<file path="src/rtl/pipeline_stall_controller.sv">
// Hazard/stall controller for a 5-stage pipeline: memory-wait stalls, mispredict
// flushes, load-use bubbles, halting, dmem timeout and a saturating stall counter.
module pipeline_stall_controller #(
    parameter int TIMEOUT_CYCLES = 255,
    parameter int CNT_WIDTH      = 32
) (
    input  logic                 clk,
    input  logic                 reset,
    input  logic                 load_use_hazard,
    input  logic                 mispredict,
    input  logic                 mem_access,
    input  logic                 dmem_ready,
    input  logic                 halt_req,
    output logic                 pc_write,
    output logic                 if_id_write,
    output logic                 id_ex_write,
    output logic                 ex_mem_write,
    output logic                 if_id_flush,
    output logic                 id_ex_bubble,
    output logic                 mem_wb_bubble,
    output logic                 dmem_req,
    output logic                 is_halted,
    output logic                 mem_timeout,
    output logic [CNT_WIDTH-1:0] stall_count
);

    localparam int WAIT_W = (TIMEOUT_CYCLES < 2) ? 1 : $clog2(TIMEOUT_CYCLES + 1);
    // The MEM_WAIT cycle that would bring the count up to TIMEOUT_CYCLES.
    localparam logic [WAIT_W-1:0] WAIT_LAST = WAIT_W'(TIMEOUT_CYCLES - 1);

    typedef enum logic [1:0] {
        RUN      = 2'd0,
        MEM_WAIT = 2'd1,
        HALT     = 2'd2
    } state_t;

    state_t                 state_reg;
    state_t                 state_next;
    logic [WAIT_W-1:0]      wait_cnt_reg;
    logic [CNT_WIDTH-1:0]   stall_count_reg;
    logic                   mem_timeout_reg;
    logic                   is_halted_reg;
    logic                   mem_stall;
    logic                   timeout_hit;

    always_comb begin
        state_next    = state_reg;
        mem_stall     = 1'b0;
        timeout_hit   = 1'b0;
        pc_write      = 1'b1;
        if_id_write   = 1'b1;
        id_ex_write   = 1'b1;
        ex_mem_write  = 1'b1;
        if_id_flush   = 1'b0;
        id_ex_bubble  = 1'b0;
        mem_wb_bubble = 1'b0;
        dmem_req      = 1'b0;

        case (state_reg)
            RUN: begin
                dmem_req  = mem_access;
                mem_stall = mem_access && !dmem_ready;
                if (mem_stall)
                    state_next = MEM_WAIT;
            end
            MEM_WAIT: begin
                dmem_req  = 1'b1;
                mem_stall = !dmem_ready;
                if (dmem_ready) begin
                    state_next = RUN;
                end else if (wait_cnt_reg == WAIT_LAST) begin
                    timeout_hit = 1'b1;
                    state_next  = HALT;
                end
            end
            default: begin
                pc_write     = 1'b0;
                if_id_write  = 1'b0;
                id_ex_write  = 1'b0;
                ex_mem_write = 1'b0;
            end
        endcase

        // Priority: memory stall, then mispredict, then load-use.
        if (state_reg != HALT) begin
            if (mem_stall) begin
                pc_write      = 1'b0;
                if_id_write   = 1'b0;
                id_ex_write   = 1'b0;
                ex_mem_write  = 1'b0;
                mem_wb_bubble = 1'b1;
            end else if (mispredict) begin
                if_id_flush  = 1'b1;
                id_ex_bubble = 1'b1;
            end else if (load_use_hazard) begin
                pc_write     = 1'b0;
                if_id_write  = 1'b0;
                id_ex_bubble = 1'b1;
            end
            if (halt_req)
                state_next = HALT;
        end

        // Outputs are forced to a quiet, free-running pattern while reset is held.
        if (reset) begin
            pc_write      = 1'b1;
            if_id_write   = 1'b1;
            id_ex_write   = 1'b1;
            ex_mem_write  = 1'b1;
            if_id_flush   = 1'b0;
            id_ex_bubble  = 1'b0;
            mem_wb_bubble = 1'b0;
            dmem_req      = 1'b0;
        end
    end

    always_ff @(posedge clk) begin
        if (reset) begin
            state_reg       <= RUN;
            wait_cnt_reg    <= '0;
            stall_count_reg <= '0;
            mem_timeout_reg <= 1'b0;
            is_halted_reg   <= 1'b0;
        end else begin
            state_reg     <= state_next;
            is_halted_reg <= (state_next == HALT);
            if (timeout_hit)
                mem_timeout_reg <= 1'b1;
            // Zero on every entry to MEM_WAIT, count while staying there.
            if (state_reg == MEM_WAIT && state_next == MEM_WAIT)
                wait_cnt_reg <= wait_cnt_reg + 1'b1;
            else
                wait_cnt_reg <= '0;
            if (state_reg != HALT && !pc_write && stall_count_reg != '1)
                stall_count_reg <= stall_count_reg + 1'b1;
        end
    end

    assign is_halted   = is_halted_reg;
    assign mem_timeout = mem_timeout_reg;
    assign stall_count = stall_count_reg;

endmodule
</file>
<file path="config.mk">
export PLATFORM = sky130hd
export DESIGN_NAME = pipeline_stall_controller
export DESIGN_NICKNAME = d
export VERILOG_FILES = /design/src/rtl/pipeline_stall_controller.sv
export SDC_FILE = /design/constraint.sdc
export NUM_CORES = 1
export LEC_CHECK = 0
export ABC_CLOCK_PERIOD_IN_PS = 2200
export BUFFER_PORTS_ARGS = -buffer_cell sky130_fd_sc_hd__buf_2
export CAP_MARGIN = 10
export CORE_MARGIN = 4
export CORE_UTILIZATION = 48
export CTS_CLUSTER_SIZE = 8
export DETAILED_ROUTE_END_ITERATION = 8
export GPL_TIMING_DRIVEN = 0
export MAX_ROUTING_LAYER = met4
export PLACE_DENSITY = 0.78
export SLEW_MARGIN = 20
export SYNTH_ARGS = -nofsm -noshare
export SYNTH_HDL_FRONTEND = slang
export SYNTH_SLANG_ARGS = --single-unit
</file>
<file path="constraint.sdc">
create_clock -name clk -period 2.2 [get_ports clk]
set_clock_uncertainty 0.15 [all_clocks]
set_input_delay 0.22 -clock clk [delete_from_list [all_inputs] [get_ports clk]]
set_output_delay 0.22 -clock clk [all_outputs]
set_load 0.05 [all_outputs]
</file>
Word level (Yosys, flattened, before mapping)
Index checks and enable logic that the tools add are counted.
- memories: 0
- bits in read-only memories: 0
- word-level logic and storage cells: 56
- input port bits: 7
- register bits after elaboration: 44
- latch bits: 0
- bits in writable memories: 0
- output and inout port bits: 42
- add/sub/neg operators: 2
- shift operators: 0
- equal/unequal tests: 6
- divide/modulo/power cells: 0
- multipliers: 0
- reduce and logical (&&, ||, !) cells: 9
- bitwise operators: 1
- $lt $le $gt $ge: 0
- muxes and demuxes: 33
- operator list (kind ; count):
    32-bit by 1-bit adder with 32-bit output (second input constant) ; 1
    32-bit != test (second input constant) ; 1
    1-bit 2-to-1 mux ; 25
    2-bit 2-to-1 mux ; 5
    8-bit by 1-bit adder with 8-bit output (second input constant) ; 1
    8-bit == test (second input constant) ; 1
    2-bit by 1-bit == test with 1-bit output (second input constant) ; 2
    1-bit logical AND ; 4
    1-bit case mux with 2 select lines ; 2
    2-bit case mux with 2 select lines ; 1
    2-bit OR reduction ; 2
    2-bit == test (second input constant) ; 1
    1-bit zero test ; 2
    2-bit zero test ; 1
    2-bit != test (second input constant) ; 1
    1-bit inverter ; 1

Logic depth before layout (Yosys ltp)
- depth after elaboration: 11
- mapped depth: 8
- mapped depth without buffers: 7

Worst setup path after synthesis
OpenSTA, ideal clock, no wires.
- path kind: register to register
- start: register stall_count_reg[11], in the netlist stall_count[11]
- end: register stall_count_reg[1], in the netlist stall_count[1]
- data required time: 1922 ps
- stages on the path, launching flop included: 7
- path slack: -461 ps
- arrival time: 2384 ps
- period minus slack after synthesis: 2661 ps
- path buffers: 1
- cell sequence: dfxtp_1 -> nand4_1 -> or4_1 -> o31ai_2 -> buf_4 -> mux2i_1 -> nor2_1
- longest elaborated chain between the ends: 2
- ends and longest elaborated chain (what ; RTL line ; text):
    from (decl) ; 40 ; logic [CNT_WIDTH-1:0] stall_count_reg;
    from (signal assigned) ; 135 ; stall_count_reg <= stall_count_reg + 1'b1;
    32-bit != test ; 134 ; if (state_reg != HALT && !pc_write && stall_count_reg != '1)
    1-bit logical AND ; 134 ;
No other way between the ends.
A chain may end at the register's enable or synchronous reset.

Worst setup path after layout
- start: register stall_count_reg[13], in the netlist stall_count[13]
- end: register stall_count_reg[30], in the netlist stall_count[30]
- longest elaborated chain between the ends: 2
- elaborated cells between the ends (all ways): 3
- classes of those cells: add/sub (1); eq/ne (1); reduce/logical (1)
- ends and longest elaborated chain (what):
    branches (longest 2 deep; another with 32-bit by 1-bit adder with 32-bit output)
Several ways; the timed one is not identified.

==> impl_metrics.env <==
export IMPL_violations="setup timing"
export IMPL_seq_power_share_pct=52.9
export IMPL_syn_inst=265
export IMPL_min_from="reset"
export IMPL_critPathLaunchType="register"
export IMPL_cp_arrival_ns=2.34
export IMPL_r2r_setup_slack_ns=-0.07
export IMPL_grt_use_met3_pct=4.222
export IMPL_synth_area_sq_mm=0.002210
export IMPL_reg2reg_to="stall_count[30]"
export IMPL_min_period_ns=2.273
export IMPL_firstDrtPassIters=5
export IMPL_r2r_start="stall_count[13]"
export IMPL_relSlewSlack_pct=59.15
export IMPL_numClockSinks=44
export IMPL_ys_types=37
export IMPL_ys_ff_latch=44
export IMPL_drive_gt1_share_pct=45.59
export IMPL_met2_usage_pct=35.36
export IMPL_cp_data_required_time_ns=2.27
export IMPL_grt_setup_unrepaired="yes"
export IMPL_slew_viol_final=0
export IMPL_fin_area_sq_mm=0.003109
export IMPL_grt_max_degree=13
export IMPL_vias_per_cell=6.332
export IMPL_p_int_w=0.001076
export IMPL_wl_per_cell_microns=17.00
export IMPL_status="finished, violations left"
export IMPL_detail_route_antenna_nets=0
export IMPL_die_w_microns=75.85
export IMPL_finalCritPeriodShare_pct=103.3
export IMPL_cts_made_buffers=5
export IMPL_end_kind="register"
export IMPL_num_vias=2482
export IMPL_crit_fanout=7
export IMPL_root_buffer="clkbuf_8"
export IMPL_setup_viol=7
export IMPL_grt_overflow=0
export IMPL_r2r_cells=6
export IMPL_synthToLayoutAreaGrowth_pct=40.71
export IMPL_worstHoldEndpoint="state_reg[1]"
export IMPL_power_w=0.001470
export IMPL_switching_share_pct=26.81
export IMPL_holdWs_ns=0.03082
export IMPL_cts_hold_buf=0
export IMPL_nets=349
export IMPL_peakVddDrop_v=0.0004882
export IMPL_p_leak_nw=1.135
export IMPL_clock_path_buffers=2
export IMPL_utilization_pct=70.44
export IMPL_fmax_mhz=439.9
export IMPL_clk_latency_ns=0.30
export IMPL_die_area_sq_mm=0.005753
export IMPL_finalHoldViolCount=0
export IMPL_diodes=0
export IMPL_routabilityCongestion=0.8963
export IMPL_post_route_drc_count=0
export IMPL_grt_pass1_vias=2178
export IMPL_htree_levels=2
export IMPL_min_path_cells=2
export IMPL_antenna_found_initial=0
export IMPL_synth_seq_area_share_pct=39.86
export IMPL_tns_ns=-0.2380
export IMPL_num_rows=24
export IMPL_syn_nets=275
export IMPL_die_h_microns=75.85
export IMPL_hold_class="primary input to register"
export IMPL_postSynthAreaPerCell_sq_um=8.338
export IMPL_tightest_slew_ns=0.6128
export IMPL_drt_wl_total_mm=6.663
export IMPL_cts_tree="done"
export IMPL_cap_violations=0
export IMPL_fin_ws_ns=-0.07340
export IMPL_met1_usage_pct=28.70
export IMPL_p_comb_share_pct=10.8
export IMPL_drt_initial_drc_count=224
export IMPL_path_class="register to register"
export IMPL_clkTransAtPathRegs_ns=0.08
export IMPL_core_sq_mm=0.004414
export IMPL_ys_warn_count=0
export IMPL_busiest_layer="met2"
export IMPL_ios=49
export IMPL_track_usage_pct=22.81
export IMPL_p_clk_share_pct=36.3
export IMPL_port_buffers=48
export IMPL_switching_power_w=0.0003941
export IMPL_placed_area_sq_mm=0.002661
export IMPL_p_per_area_mw_per_mm2=472.7
export IMPL_grt_pass1_wl_mm=9.867
export IMPL_largest_register_ffs=32
export IMPL_dp_hpwl_mm=4.137
export IMPL_start_util_pct=50.06
[synthesized netlist by cell type]
master     instances  share of area, %
a21oi_1           25               5.7
and2_1             4               1.1
and3_1             2              0.57
and4_1             1              0.40
buf_2              2              0.45
buf_4              4               1.4
clkbuf_1           8               1.4
dfxtp_1           44                40
ha_1               3               1.7
inv_1              5              0.85
mux2i_1            1              0.45
nand2_1           19               3.2
nand2b_1           1              0.28
nand3_1           15               3.4
nand3_2            1              0.45
nand4_1           13               3.7
nor2_1            24               4.1
nor2b_1            2              0.57
nor3_1             3              0.68
nor4_1             4               1.1
o2111ai_1          3               1.2
o211ai_1           4               1.4
o21a_1             2              0.68
o21ai_0            8               1.8
o21ba_2            1              0.45
o311a_1            1              0.45
o311ai_0           2              0.79
o311ai_1           1              0.40
o31a_1             1              0.40
o31ai_1           18               6.1
o31ai_2            1              0.57
o41ai_1            2              0.79
or2_2              1              0.28
or3_1              6               1.7
or4_1             24               8.2
xnor2_1            3               1.2
xor2_1             6               2.4
[layout by cell type, fill, tap and decap left out, types with 7 or more instances in the layout]
cell type / synthesis / layout
buf_4: 4 / 22
o31ai_1: 18 / 11
dfxtp_4: 0 / 27
nand3_1: 15 / 14
a21oi_1: 25 / 20
o31ai_2: 1 / 7
nand4_1: 13 / 13
nor2_1: 24 / 24
buf_2: 2 / 48
nand2_1: 19 / 17
or4_4: 0 / 10
o21ai_0: 8 / 7
dfxtp_1: 44 / 11
or4_1: 24 / 14
[cell type report]
type,instances,area [sq um]
Multi-Input combinational cell,202,1451
Fill cell,334,1305
Sequential cell,44,989.7
Timing Repair Buffer,68,394.1
Buffer,13,100.1
Clock buffer,8,90.09
Tap cell,52,65.06
Inverter,5,18.77
[metrics by stage]
| step | std cells | setup WS (ns) |
|---|---|---|
| finish | 392 | -0.07340 |
| global route | 392 | -0.1504 |
| CTS | 386 | -0.09334 |
| detailed placement | 365 | -0.2955 |
| global placement | 365 | -0.2681 |
| floorplan | 265 | -0.1436 |
[repair_timing]
item | 4_1_cts | 5_1_grt
pin swaps | 6 | 13
cloned | 0 | 0
setup buffers | 13 | 7
endpoints found under the hold margin | 0 | 0
setup endpoints to repair | 27 | 30
resized for setup | 19 | 33
[cell families (layout without fill, tap and decap cells)]
logic type / after synthesis / in the layout / share of synthesized area [%]
DFF: 44 / 44 / 39.86
and+or+nand+nor: 120 / 120 / 29.73
AOI/OAI and AO/OA: 69 / 69 / 20.67
xor gates and xnor gates: 9 / 9 / 3.568
adders and majority gates: 3 / 3 / 1.699
buffers and inverters: 19 / 94 / 4.021
muxes: 1 / 1 / 0.4530
[worst max-delay path, stage by stage, from the launching register on]
cell       delay [ns]
dfxtp_4          0.38
nand4_1          0.21
buf_4            0.22
nor4_2           0.33
o2111ai_2        0.28
or3_1            0.43
a21oi_1          0.18
[power by group through the flow]
stage	clock, W	combinational, W	sequential, W
detailed placement	0	0.000137	0.000798
global route	0.000582	0.000170	0.000778
finish	0.000534	0.000159	0.000777
global placement	0	0.000136	0.000798
CTS	0.000543	0.000149	0.000777
floorplan	0	0.0000876	0.000813
[per-layer routing]
metal | vias to the layer above | share of wire, %
li1 | 1167 | -
met1 | 1153 | 42
met2 | 152 | 48
met3 | 10 | 7.9
met4 | 0 | 1.4
met5 | - | 0
[worst max path at each step]
stage	endpoint	slack [ns]	start
5_1_grt	stall_count[30]	-0.15	stall_count[13]
3_5_place_dp	stall_count[25]	-0.30	dmem_ready
3_3_place_gp	stall_count[31]	-0.27	state_reg[0]
6_report	stall_count[30]	-0.07	stall_count[13]
4_1_cts	stall_count[31]	-0.09	stall_count[24]
2_1_floorplan	stall_count[31]	-0.14	stall_count[23]
No activity file was read; power rests on OpenSTA's default activity.
